$ cat config.mk
export PLATFORM = sky130hd
export DESIGN_NAME = bcd_calc_core
export DESIGN_NICKNAME = d
export VERILOG_FILES = /design/src/rtl/bcd_calc_core.sv
export SDC_FILE = /design/constraint.sdc
export NUM_CORES = 1
export LEC_CHECK = 0
export ABC_AREA = 1
export CORE_MARGIN = 4
export CORE_UTILIZATION = 54
export CTS_CLUSTER_SIZE = 12
export DETAILED_ROUTE_END_ITERATION = 10
export PLACE_DENSITY = 0.88
export SYNTH_ARGS = -nofsm -noshare
export SYNTH_HDL_FRONTEND = slang
export SYNTH_SLANG_ARGS = --single-unit
$ cat constraint.sdc
create_clock -name clk_i -period 3.1 [get_ports clk_i]
set_input_delay 0.62 -clock clk_i [delete_from_list [all_inputs] [get_ports clk_i]]
set_output_delay 0.62 -clock clk_i [all_outputs]
set_load 0.05 [all_outputs]
$ cat src/rtl/bcd_calc_core.sv
// N-digit BCD calculator engine: key-driven operand entry, digit-serial add/subtract,
// two's-complement-style negate of a borrowed-out result, and result chaining.
module bcd_calc_core #(
    parameter int DIGITS = 4,
    parameter int KEY_W  = 4
) (
    input  logic                  clk_i,
    input  logic                  rst_i,
    input  logic [KEY_W-1:0]      key_i,
    input  logic                  key_valid_i,
    output logic [4*DIGITS-1:0]   disp_o,
    output logic                  neg_o,
    output logic                  ovf_o,
    output logic                  busy_o,
    output logic                  done_o,
    output logic [1:0]            stage_o
);

    localparam int W     = 4 * DIGITS;
    localparam int CNT_W = $clog2(DIGITS) + 1;

    typedef enum logic [2:0] {
        ENTER_A,
        ENTER_B,
        CALC,
        NEGATE,
        RESULT
    } state_t;

    state_t           state, state_nxt;
    logic [W-1:0]     a, a_nxt;
    logic [W-1:0]     b, b_nxt;
    logic [W-1:0]     r, r_nxt;
    logic             op, op_nxt;
    logic             carry, carry_nxt;
    logic [CNT_W-1:0] cnt, cnt_nxt;
    logic             b_entered, b_entered_nxt;
    logic             neg, neg_nxt;
    logic             ovf, ovf_nxt;
    logic             busy, busy_nxt;
    logic             done, done_nxt;

    logic       is_digit, is_add, is_sub, is_eq, is_clr, is_bs;
    logic [3:0] key_dig;

    always_comb begin
        is_digit = key_valid_i && (key_i < KEY_W'(10));
        is_add   = key_valid_i && (key_i == KEY_W'(10));
        is_sub   = key_valid_i && (key_i == KEY_W'(11));
        is_eq    = key_valid_i && (key_i == KEY_W'(12));
        is_clr   = key_valid_i && (key_i == KEY_W'(13));
        is_bs    = key_valid_i && (key_i == KEY_W'(14));
        key_dig  = key_i[3:0];
    end

    logic [3:0] sel_a, sel_b, sel_r;
    logic [3:0] dig_x, dig_y, dig_res;
    logic       dig_c, sub_mode, last;
    logic [4:0] sum5, diff5, adj;

    // NEGATE reuses the subtract rule with a zero minuend and R as subtrahend.
    always_comb begin
        sel_a = '0;
        sel_b = '0;
        sel_r = '0;
        for (int unsigned i = 0; i < DIGITS; i++) begin
            if (cnt == CNT_W'(i)) begin
                sel_a = a[4*i +: 4];
                sel_b = b[4*i +: 4];
                sel_r = r[4*i +: 4];
            end
        end
        sub_mode = (state == NEGATE) || op;
        dig_x    = (state == NEGATE) ? 4'd0 : sel_a;
        dig_y    = (state == NEGATE) ? sel_r : sel_b;
        sum5     = {1'b0, dig_x} + {1'b0, dig_y} + {4'b0, carry};
        diff5    = {1'b0, dig_x} - {1'b0, dig_y} - {4'b0, carry};
        adj      = '0;
        if (sub_mode) begin
            dig_c = diff5[4];
            adj   = diff5 + 5'd10;
            dig_res = dig_c ? adj[3:0] : diff5[3:0];
        end else begin
            dig_c = (sum5 > 5'd9);
            adj   = sum5 - 5'd10;
            dig_res = dig_c ? adj[3:0] : sum5[3:0];
        end
        last = (cnt == CNT_W'(DIGITS - 1));
    end

    always_comb begin
        state_nxt     = state;
        a_nxt         = a;
        b_nxt         = b;
        r_nxt         = r;
        op_nxt        = op;
        carry_nxt     = carry;
        cnt_nxt       = cnt;
        b_entered_nxt = b_entered;
        neg_nxt       = neg;
        ovf_nxt       = ovf;

        if (is_clr) begin
            state_nxt     = ENTER_A;
            a_nxt         = '0;
            b_nxt         = '0;
            r_nxt         = '0;
            op_nxt        = 1'b0;
            carry_nxt     = 1'b0;
            cnt_nxt       = '0;
            b_entered_nxt = 1'b0;
            neg_nxt       = 1'b0;
            ovf_nxt       = 1'b0;
        end else begin
            case (state)
                ENTER_A: begin
                    if (is_digit) begin
                        a_nxt = {a[W-5:0], key_dig};
                    end else if (is_bs) begin
                        a_nxt = {4'b0, a[W-1:4]};
                    end else if (is_add || is_sub) begin
                        op_nxt        = is_sub;
                        b_nxt         = '0;
                        b_entered_nxt = 1'b0;
                        state_nxt     = ENTER_B;
                    end
                end
                ENTER_B: begin
                    if (is_digit) begin
                        b_nxt         = {b[W-5:0], key_dig};
                        b_entered_nxt = 1'b1;
                    end else if (is_bs) begin
                        b_nxt = {4'b0, b[W-1:4]};
                    end else if ((is_add || is_sub) && !b_entered) begin
                        op_nxt = is_sub;
                    end else if (is_eq) begin
                        cnt_nxt   = '0;
                        carry_nxt = 1'b0;
                        state_nxt = CALC;
                    end
                end
                CALC, NEGATE: begin
                    for (int unsigned i = 0; i < DIGITS; i++) begin
                        if (cnt == CNT_W'(i)) r_nxt[4*i +: 4] = dig_res;
                    end
                    carry_nxt = dig_c;
                    cnt_nxt   = cnt + CNT_W'(1);
                    if (last) begin
                        if (state == NEGATE) begin
                            neg_nxt   = 1'b1;
                            ovf_nxt   = 1'b0;
                            state_nxt = RESULT;
                        end else if (!op) begin
                            ovf_nxt   = dig_c;
                            neg_nxt   = 1'b0;
                            state_nxt = RESULT;
                        end else if (!dig_c) begin
                            neg_nxt   = 1'b0;
                            ovf_nxt   = 1'b0;
                            state_nxt = RESULT;
                        end else begin
                            cnt_nxt   = '0;
                            carry_nxt = 1'b0;
                            state_nxt = NEGATE;
                        end
                    end
                end
                RESULT: begin
                    if (is_digit) begin
                        a_nxt     = {{(W-4){1'b0}}, key_dig};
                        b_nxt     = '0;
                        neg_nxt   = 1'b0;
                        ovf_nxt   = 1'b0;
                        state_nxt = ENTER_A;
                    end else if ((is_add || is_sub) && !neg && !ovf) begin
                        a_nxt         = r;
                        b_nxt         = '0;
                        op_nxt        = is_sub;
                        b_entered_nxt = 1'b0;
                        state_nxt     = ENTER_B;
                    end
                end
                default: state_nxt = ENTER_A;
            endcase
        end

        busy_nxt = (state_nxt == CALC) || (state_nxt == NEGATE);
        done_nxt = (state_nxt == RESULT) && (state != RESULT);
    end

    always_ff @(posedge clk_i or negedge rst_i) begin
        if (!rst_i) begin
            state     <= ENTER_A;
            a         <= '0;
            b         <= '0;
            r         <= '0;
            op        <= 1'b0;
            carry     <= 1'b0;
            cnt       <= '0;
            b_entered <= 1'b0;
            neg       <= 1'b0;
            ovf       <= 1'b0;
            busy      <= 1'b0;
            done      <= 1'b0;
        end else begin
            state     <= state_nxt;
            a         <= a_nxt;
            b         <= b_nxt;
            r         <= r_nxt;
            op        <= op_nxt;
            carry     <= carry_nxt;
            cnt       <= cnt_nxt;
            b_entered <= b_entered_nxt;
            neg       <= neg_nxt;
            ovf       <= ovf_nxt;
            busy      <= busy_nxt;
            done      <= done_nxt;
        end
    end

    // neg/ovf are only ever set on entry to RESULT and cleared on every exit path.
    always_comb begin
        neg_o  = neg;
        ovf_o  = ovf;
        busy_o = busy;
        done_o = done;
        case (state)
            ENTER_A: begin disp_o = a; stage_o = 2'd0; end
            ENTER_B: begin disp_o = b; stage_o = 2'd1; end
            RESULT:  begin disp_o = r; stage_o = 2'd2; end
            default: begin disp_o = b; stage_o = 2'd3; end
        endcase
    end

endmodule

# Word-level counts from Yosys, hierarchy flattened
# Cells that the tools add are included.
[word_totals] reg_bits=61 out_inout_bits=22
[op_classes] n_addsub=7 magnitude_cmp=2 eq_ne=33 n_mux=105 reduce_logical=38
[ops] cell="$mux 16" n=15
[ops] cell="$mux 4" n=21
[ops] cell="$mux 3" n=23
[ops] cell="$pmux 16 s2" n=2
[ops] cell="$pmux 16 s3" n=1
[ops] cell="$ne 3x3->1 const B" n=14
[ops] cell="$mux 1" n=35
[ops] cell="$eq 4x4->1 const B" n=5
[ops] cell="$eq 3x2->1 const B" n=6
[ops] cell="$ne 4x4->1 const B" n=3
[ops] cell="$pmux 3 s4" n=1
[ops] cell="$logic_and 1x1->1" n=10
[ops] cell="$reduce_bool 2->1" n=5
[ops] cell="$reduce_and 9->1" n=1
[ops] cell="$reduce_bool 3->1" n=3
[ops] cell="$reduce_and 2->1" n=4
[ops] cell="$reduce_and 7->1" n=1
[ops] cell="$eq 3x1->1 const B" n=2
[ops] cell="$eq 3x3->1 const B" n=2
[ops] cell="$logic_not 3->1" n=2
[ops] cell="$pmux 1 s2" n=3
[ops] cell="$pmux 1 s3" n=2
[ops] cell="$pmux 2 s3" n=1
[ops] cell="$pmux 3 s2" n=1
[ops] cell="18 further kinds" n=22

# Logic depth before layout (Yosys ltp)
# Gate-level depths: netlist of the first run.
[logic_depth] depth_word=18 depth_mapped=27 depth_no_buf=26

# Worst setup path before layout of the first run
# Ideal clock, no wire load.
[synth_path] path_kind="register to register" start="register cnt[0]" end="register ovf, in the netlist ovf_o" setup_ns=0.066 arrival_time_ns=3.242 required_ns=3.034 path_slack_ns=-0.208 path_stages_with_launch=22 synth_period_minus_slack_ns=3.308 cell_sequence="dfrtp_1 > ha_1 > ha_1 > inv_1 > clkbuf_1 > o21ai_0 > a31oi_1 > o22ai_1 > inv_1 > ha_1 > ha_1 > a21oi_1 > nand2_1 > nand2_1 > nand2_1 > inv_2 > nand3_1 > nand2_1 > nand2_1 > o21ai_1 > nand2_1 > nand2_1"
[synth_between] elab_chain_cells=15 word_cells_on_any_way=32 classes_between="add/sub: 4; order compare: 1; eq/ne: 5; mux: 20; reduce/logical: 2"
[synth_lines] item="start: declaration" line="36" source="logic [CNT_W-1:0] cnt, cnt_nxt;"
[synth_lines] item="start signal: assignment" line="212" source="cnt <= cnt_nxt;"
[synth_lines] item="$logic_not 3->1" line="67" source="if (cnt == CNT_W'(i)) begin"
[synth_lines] item="$mux 4 (4 in series)" line="67"
[synth_lines] item="$mux 4 (on tied branches)" line="74, 75"
[synth_lines] item="$add 4x4->5" line="76" source="sum5 = {1'b0, dig_x} + {1'b0, dig_y} + {4'b0, carry};"
[synth_lines] item="$add 5x1->5" line="76"
[synth_lines] item="$gt 5x4->1" line="84" source="dig_c = (sum5 > 5'd9);"
[synth_lines] item="$mux 1" line="79" source="if (sub_mode) begin"
[synth_lines] item="$mux 1" line="153" source="end else if (!op) begin"
[synth_lines] item="$mux 1" line="149" source="if (state == NEGATE) begin"
[synth_lines] item="$mux 1" line="148" source="if (last) begin"
[synth_lines] item="$pmux 1 s2" line="115" source="case (state)"
[synth_lines] item="$mux 1" line="103" source="if (is_clr) begin"
[synth_lines] item="end signal: assignment" line="215" source="ovf <= ovf_nxt;"
[synth_lines] item="end: declaration" line="39" source="logic ovf, ovf_nxt;"
# Several ways; a longest one is shown, not always the timed one. The select of a mux whose other input is x is not followed.
# A chain may end at the register's enable or synchronous reset.

# Worst setup path in the final report of the first run
[layout_path] start="register cnt[0]" end="register r[13]"
[layout_between] elab_chain_cells=14 word_cells_on_any_way=33 classes_between="add/sub: 6; order compare: 1; eq/ne: 3; mux: 20; reduce/logical: 3"
[layout_lines] item="$logic_not 3->1" line="67"
[layout_lines] item="$mux 4 (4 in series)" line="67"
[layout_lines] item="$mux 4 (on tied branches)" line="74, 75"
[layout_lines] item="$add 4x4->5 or $sub 4x4->5 (tied branches)" line="76, 77"
[layout_lines] item="$add 5x1->5 or $sub 5x1->5 (tied branches)" line="76, 77"
[layout_lines] item="$sub 4x4->4, or another cell as far along" line="85" source="adj = sum5 - 5'd10;"
[layout_lines] item="$mux 4 (on tied branches)" line="86, 82"
[layout_lines] item="$mux 4" line="79"
[layout_lines] item="$mux 4" line="144" source="if (cnt == CNT_W'(i)) r_nxt[4*i +: 4] = dig_res;"
[layout_lines] item="$mux 16" line="115"
[layout_lines] item="$mux 16" line="103"
[layout_lines] item="end signal: assignment" line="209" source="r <= r_nxt;"
[layout_lines] item="end: declaration" line="33" source="logic [W-1:0] r, r_nxt;"
# Several ways; a longest one is shown, not always the timed one. The select of a mux whose other input is x is not followed.

==> out/results.ini, run 1 <==
[run_status]
status = finished with violations
failing_checks = setup timing

[floorplanning]
die-width_um = 98.58
placeableCoreArea_um2 = 7848
floorplan.die_area_um2 = 9718
row_count = 32
die_y_um = 98.58
io-pin-count = 29
effective_utilization_at_floorplan = 0.5646

[synthesis]
yosys.cell_types.count = 40
synth_edf_count = 0
netlist.area_leader.share = 0.3445
net_count_of_the_mapped_netlist = 644
primary_flip_flop_cell_chosen_by_synthesis_mapping = sky130_fd_sc_hd__dfrtp_1
yosysWarningCount = 0
syn_area_per_cell_um2 = 7.158
synth_cells = 619
synth.largest_area_cell = sky130_fd_sc_hd__dfrtp_1
yosysSeqAreaShare = 0.3445
synth_area_leaders = sky130_fd_sc_hd__dfrtp_1, sky130_fd_sc_hd__nand2_1, sky130_fd_sc_hd__inv_1
mappedNetlistArea_um2 = 4430
synth-seq-cells = 61
postSynth.asyncResetShare = 1.000

[layout]
area_delta_synth_final_pct = 35.22
final_common_cell = sky130_fd_sc_hd__nand2_1
n_antenna_cell = 0
nets = 726
fillCellCount = 562
ff_latch_area_um2 = 1528
commonest_cells_after_routing_fill_and_taps_aside = sky130_fd_sc_hd__nand2_1, sky130_fd_sc_hd__inv_1, sky130_fd_sc_hd__dfrtp_1
final_area_um2 = 5991
multi_input_area_um2 = 2784
final_layout_size_suffix_gt1_frac = 0.3135

[clock_network]
worst_path_clk_slew_ps = 80
htree_levels = 3
clkSinkCount = 61
worst_skew_pair.late_latency_ps = 360
cts_tree = yes
numCtsBuffers = 9
clockRootBuffer = sky130_fd_sc_hd__clkbuf_8
post_cts_hold_buffer_count = 0
clockBufferDepth = 2

[drt]
drt_iter0_drc = 460
firstDrtPassIters = 6
avgRoutedWirePerCell_um = 20.57
wirelength_um = 16600
dr_total_vias = 5036
vias_per_cell = 6.240
remaining_drc_errors = 0
drtAntennaViolNets = 0

[timing]
finalSetupViolCount = 23
finalCritPeriodShare = 1.089
period_needed_ps = 3375
report.final.hold_viol_count = 0
worst_clock_skew_ps = 12.09
max-slew-margin-rel = 0.3611
fin_ws_ps = -275.4
slew_viol_final = 0
setup_repair_after_global_routing_missed_its_margin = true
worstMarginPinSlew_ps = 948.3
achievable-frequency_mhz = 296.3

[place]
number_of_port_buffers = 28
dp.final_hpwl_um = 11550
placed_area_um2 = 5325
place_congestion = 1.010

[critical_path]
gate_family_responsible_for_the_most_delay_along_the_worst_path = buffers and inverters
category_of_the_worst_setup_path_launch_point = register
worstSetupEndpointType = register
timing.setup.critical_path_class = reg2reg
critical_path_arrival_ps = 3620
cp_max_fo = 7
crit_path_top_delay_cell = sky130_fd_sc_hd__dfrtp_2
timing.critical_path.cells = buf_6 > ha_2 > ha_4 > inv_4 > bufbuf_16 > o21ai_0 > o22ai_1 > inv_1 > buf_4 > ha_4 > inv_1 > buf_4 > nor2_2 > nor2_2 > o21ai_2 > buf_4 > inv_4 > nand3b_1 > nand3_4 > nand3_2 > nand2_1
critPathRequiredTime_ps = 3340
cpPeakStageDelay_ps = 450
crit_top_cell = sky130_fd_sc_hd__buf_4
crit_buf_inv = 9

[grt]
aggregate_global_route_resource_usage = 0.3457
grt_pass1_wl_um = 26340
grt_pass1_vias = 5023
grt_max_degree = 62
antenna_found_initial = 0
grt_remaining_overflow = 0

[flow_run]
drv.max_cap_violation_count = 0

[min_path]
min-delay-path-class = in2async

==> through the flow <==
step | std cells | hold slack (ps) | setup TNS (ps) | utilization | setup slack, ps
after floorplan | 619 | 324.4 | -4.443 | - | -4.443
after global routing | 807 | 486.7 | -9247 | 0.7634 | -478.5
final | 807 | 420.8 | -4597 | 0.7634 | -275.4
after detailed placement | 780 | 465.1 | -6585 | 0.6786 | -357.4
after global placement | 780 | 466.0 | -4479 | 0.6786 | -272.6
after CTS | 804 | 475.8 | -3145 | 0.7457 | -202.8
==> cells by family after synthesis <==
| family | after synthesis | share of synthesized area |
|---|---|---|
| AND/OR/NAND/NOR | 287 | 0.2985 |
| XOR/XNOR | 3 | 0.005932 |
| AO/OA/AOI/OAI | 130 | 0.1841 |
| flip-flops | 61 | 0.3445 |
| adder cells (fa/ha/maj) | 18 | 0.05761 |
| buffers and inverters | 120 | 0.1093 |
==> area by class of cell <==
cell class              instances  area share
multi-input cells             438      0.4647
repair buffers                 93      0.1681
flip-flops and latches         61      0.2550
well taps                     102     0.02130
clock buffers                  11     0.02360
inverters                      98     0.06307
clock inverters                 4    0.004177
==> synth_stat cells (8+ instances only) <==
master / number
sky130_fd_sc_hd__clkbuf_1: 12
sky130_fd_sc_hd__nand3_1: 51
sky130_fd_sc_hd__inv_2: 16
sky130_fd_sc_hd__ha_1: 14
sky130_fd_sc_hd__o21ai_0: 25
sky130_fd_sc_hd__o21ai_1: 21
sky130_fd_sc_hd__inv_1: 80
sky130_fd_sc_hd__a21oi_1: 23
sky130_fd_sc_hd__o22ai_1: 18
sky130_fd_sc_hd__o221ai_1: 9
sky130_fd_sc_hd__dfrtp_1: 61
sky130_fd_sc_hd__nor2_1: 43
sky130_fd_sc_hd__nand3_2: 11
sky130_fd_sc_hd__o211ai_1: 16
sky130_fd_sc_hd__nand2_1: 154
sky130_fd_sc_hd__nor3_1: 8
==> path summary, 6_finish.rpt <==
check                       start  slack, ps  endpoint  cells past startpoint
min reg2reg                 r[13]        480     r[13]                      2
min in group clk_i          r[13]        480     r[13]                      2
min                         rst_i        420     carry                      2
max reg2reg                cnt[0]       -280     r[13]                     21
max                        cnt[0]       -280     r[13]                     21
max in group asynchronous   rst_i       2120     r[11]                      2
==> per-layer routing <==
metal	GRT usage	part of all wire	up-vias
li1	-	-	2225
met1	0.4579	0.39	2379
met2	0.5439	0.46	338
met3	0.06653	0.093	94
met4	0.1681	0.053	0
met5	0	0	-
==> sequential cells by signal, indices dropped and copies added (netlist names) <==
name       cells
a             16
neg_o          1
ovf_o          1
state          3
r             16
op             1
busy_o         1
carry          1
done_o         1
b_entered      1
b             16
cnt            3
==> what timing repair did <==
item | in CTS | in global routing
endpoints found under the setup margin | 23 | 23
cloned | 1 | 0
setup buffers | 9 | 3
gates resized for setup | 74 | 30
pin swaps | 32 | 29
Power of run 1 is left out: the tool's default activity adds up to more than one toggle a clock period on the data nets, which glitch-free logic cannot reach.
==> run 2: changes to the inputs <==
--- a/config.mk
+++ b/config.mk
@@ -7,10 +7,10 @@
 export LEC_CHECK = 0
 export ABC_AREA = 1
 export CORE_MARGIN = 4
-export CORE_UTILIZATION = 54
+export CORE_UTILIZATION = 40
 export CTS_CLUSTER_SIZE = 12
 export DETAILED_ROUTE_END_ITERATION = 10
-export PLACE_DENSITY = 0.88
+export PLACE_DENSITY = 0.71
 export SYNTH_ARGS = -nofsm -noshare
 export SYNTH_HDL_FRONTEND = slang
 export SYNTH_SLANG_ARGS = --single-unit
==> out/results.ini, run 2 (same netlist as run 1, synthesis figures left out) <==
[run_status]
status = finished with violations
failing_checks = setup timing

[grt]
grt_pass1_wl_um = 24870  ; -5.6%
grt_remaining_overflow = 0  ; unchanged
antenna_found_initial = 0  ; unchanged
grt_pass1_vias = 4745  ; -5.5%
aggregate_global_route_resource_usage = 0.2462  ; -0.09943
grt_max_degree = 29  ; -53%

[layout]
commonest_cells_after_routing_fill_and_taps_aside = sky130_fd_sc_hd__nand2_1, sky130_fd_sc_hd__inv_1, sky130_fd_sc_hd__dfrtp_1, sky130_fd_sc_hd__buf_4, sky130_fd_sc_hd__nor2_1
final_area_um2 = 6186  ; +3.3%
ff_latch_area_um2 = 1526  ; about the same
final_layout_size_suffix_gt1_frac = 0.3183  ; +0.004835
final_cells = 850  ; +5.3%
largestRegisters = a (16), b (16), r (16)
fillCellCount = 966  ; +72%
area_delta_synth_final_pct = 39.62
final_core_utilization = 0.5706  ; -0.1928
nets = 731  ; +0.69%
final_common_cell = sky130_fd_sc_hd__nand2_1
multi_input_area_um2 = 2853  ; +2.5%
n_antenna_cell = 0  ; unchanged

[floorplanning]
row_count = 38  ; +19%
die_y_um = 113.2  ; +15%
io-pin-count = 29  ; unchanged
effective_utilization_at_floorplan = 0.4087  ; -0.1559
die-width_um = 113.2  ; +15%
floorplan.die_area_um2 = 12820  ; +32%
placeableCoreArea_um2 = 10840  ; +38%

[place]
pre_cts_slack_ps = -437.9  ; -80.54 ps
number_of_port_buffers = 28  ; unchanged
dp.final_hpwl_um = 11450  ; -0.89%
placed_area_um2 = 5363  ; +0.70%
numPlacedInstances = 820  ; +5.1%
place_congestion = 0.9854  ; -2.5%

[timing]
setup_repair_after_global_routing_missed_its_margin = true
max-slew-margin-rel = 0.2775  ; -0.08356
worstMarginPinSlew_ps = 1072  ; +124.0 ps
report.final.hold_viol_count = 0  ; unchanged
fin_ws_ps = -286.6  ; -11.14 ps
achievable-frequency_mhz = 295.3  ; -0.33%
slew_viol_final = 0  ; unchanged
worst_clock_skew_ps = 20.42  ; +8.331 ps
period_needed_ps = 3387  ; +11.14 ps
finalSetupViolCount = 23  ; unchanged
finalCritPeriodShare = 1.092  ; +0.003594

[clock_network]
clockRootBuffer = sky130_fd_sc_hd__clkbuf_8
worst_path_clk_slew_ps = 80  ; about the same
cts_tree = yes
clkSinkCount = 61  ; unchanged
post_cts_hold_buffer_count = 0  ; unchanged
numCtsBuffers = 9  ; unchanged
htree_levels = 3  ; unchanged
worst_skew_pair.late_latency_ps = 360  ; about the same
clockBufferDepth = 2  ; unchanged

[drt]
remaining_drc_errors = 0  ; unchanged
drtAntennaViolNets = 0  ; unchanged
drt_iter0_drc = 478  ; +3.9%
vias_per_cell = 5.748  ; -7.9%
dr_total_vias = 4886  ; -3.0%
wirelength_um = 16030  ; -3.5%
avgRoutedWirePerCell_um = 18.85  ; -8.3%
firstDrtPassIters = 5  ; -1

[critical_path]
critical_path_arrival_ps = 3630  ; about the same
timing.reg2reg.setup_slack_ps = -290  ; about the same
timing.setup.critical_path_class = reg2reg
cp_max_fo = 7  ; unchanged
critPathRequiredTime_ps = 3340  ; about the same
category_of_the_worst_setup_path_launch_point = register
worstSetupEndpointType = register

[min_path]
min-delay-path-class = in2async

[flow_run]
drv.max_cap_violation_count = 0  ; unchanged

[run 2: cell count changes in the layout (fill, tap and decap cells not counted), moves of 3 or more]
cell                        delta
sky130_fd_sc_hd__bufinv_16     +3
sky130_fd_sc_hd__nand2_4       +4
sky130_fd_sc_hd__buf_6         +4
sky130_fd_sc_hd__o21ai_2       -3
sky130_fd_sc_hd__nand3_2       -3
sky130_fd_sc_hd__nand2_2       -3
sky130_fd_sc_hd__buf_4         +3
[run 2: worst max-delay path: stages, from the launching register on]
cell and delay (ps):
sky130_fd_sc_hd__dfrtp_1 410, sky130_fd_sc_hd__inv_2 80, sky130_fd_sc_hd__ha_4 170, sky130_fd_sc_hd__inv_4 70, sky130_fd_sc_hd__nor2_4 30, sky130_fd_sc_hd__buf_6 130, sky130_fd_sc_hd__buf_4 130, sky130_fd_sc_hd__buf_4 130
sky130_fd_sc_hd__nand3_1 60, sky130_fd_sc_hd__nand3_1 60, sky130_fd_sc_hd__o21ai_1 70, sky130_fd_sc_hd__a21oi_1 80, sky130_fd_sc_hd__o22ai_1 170, sky130_fd_sc_hd__inv_1 100, sky130_fd_sc_hd__buf_4 150, sky130_fd_sc_hd__ha_4 330
sky130_fd_sc_hd__inv_2 80, sky130_fd_sc_hd__nand2_1 80, sky130_fd_sc_hd__nand2_2 80, sky130_fd_sc_hd__ha_4 170, sky130_fd_sc_hd__inv_2 50, sky130_fd_sc_hd__nand4_1 120, sky130_fd_sc_hd__nand2_2 130, sky130_fd_sc_hd__inv_2 40
sky130_fd_sc_hd__nand2_2 70, sky130_fd_sc_hd__nand3_4 100, sky130_fd_sc_hd__nand3_1 110, sky130_fd_sc_hd__nand2_1 60
[run 2: layout make-up]
type	instances	area share
flip-flops and latches	61	0.2468
inverters	98	0.06068
repair buffers	97	0.1620
clock inverters	4	0.01537
well taps	140	0.02832
clock buffers	11	0.02447
multi-input cells	438	0.4612
repair inverters	1	0.001214
[run 2: worst paths after layout]
kind                             start    end  depth (start not counted)
worst max-delay path            cnt[0]   r[7]                         27
worst min-delay path             rst_i   b[8]                          1
worst max register to register  cnt[0]   r[7]                         27
worst min register to register   r[13]  r[13]                          2
max in group asynchronous        rst_i     op                          2
min in group clk_i               r[13]  r[13]                          2
[run 2: stage by stage]
stage | setup TNS [ps] | hold WS [ps]
floorplan | -4.443 | 324.4
global placement | -4664 | 469.1
detailed placement | -7675 | 474.7
CTS | -1143 | 200.8
global route | -8151 | 215.4
finish | -4017 | 191.6
[run 2: what timing repair did]
item,4_1_cts,5_1_grt
buffers inserted,7,8
resized for setup,63,54
gates cloned,1,0
setup endpoints to repair,23,23
pin swaps,12,40
[run 2: metal layers]
| metal | up-vias | wire (µm) | global-route usage |
|---|---|---|---|
| met4 | 0 | 639 | 0.1034 |
| met3 | 59 | 1287 | 0.05455 |
| li1 | 2235 | - | - |
| met2 | 260 | 7819 | 0.3989 |
| met1 | 2332 | 6279 | 0.3179 |
| met5 | - | 0 | 0 |
Power of run 2 is left out for the same reason.
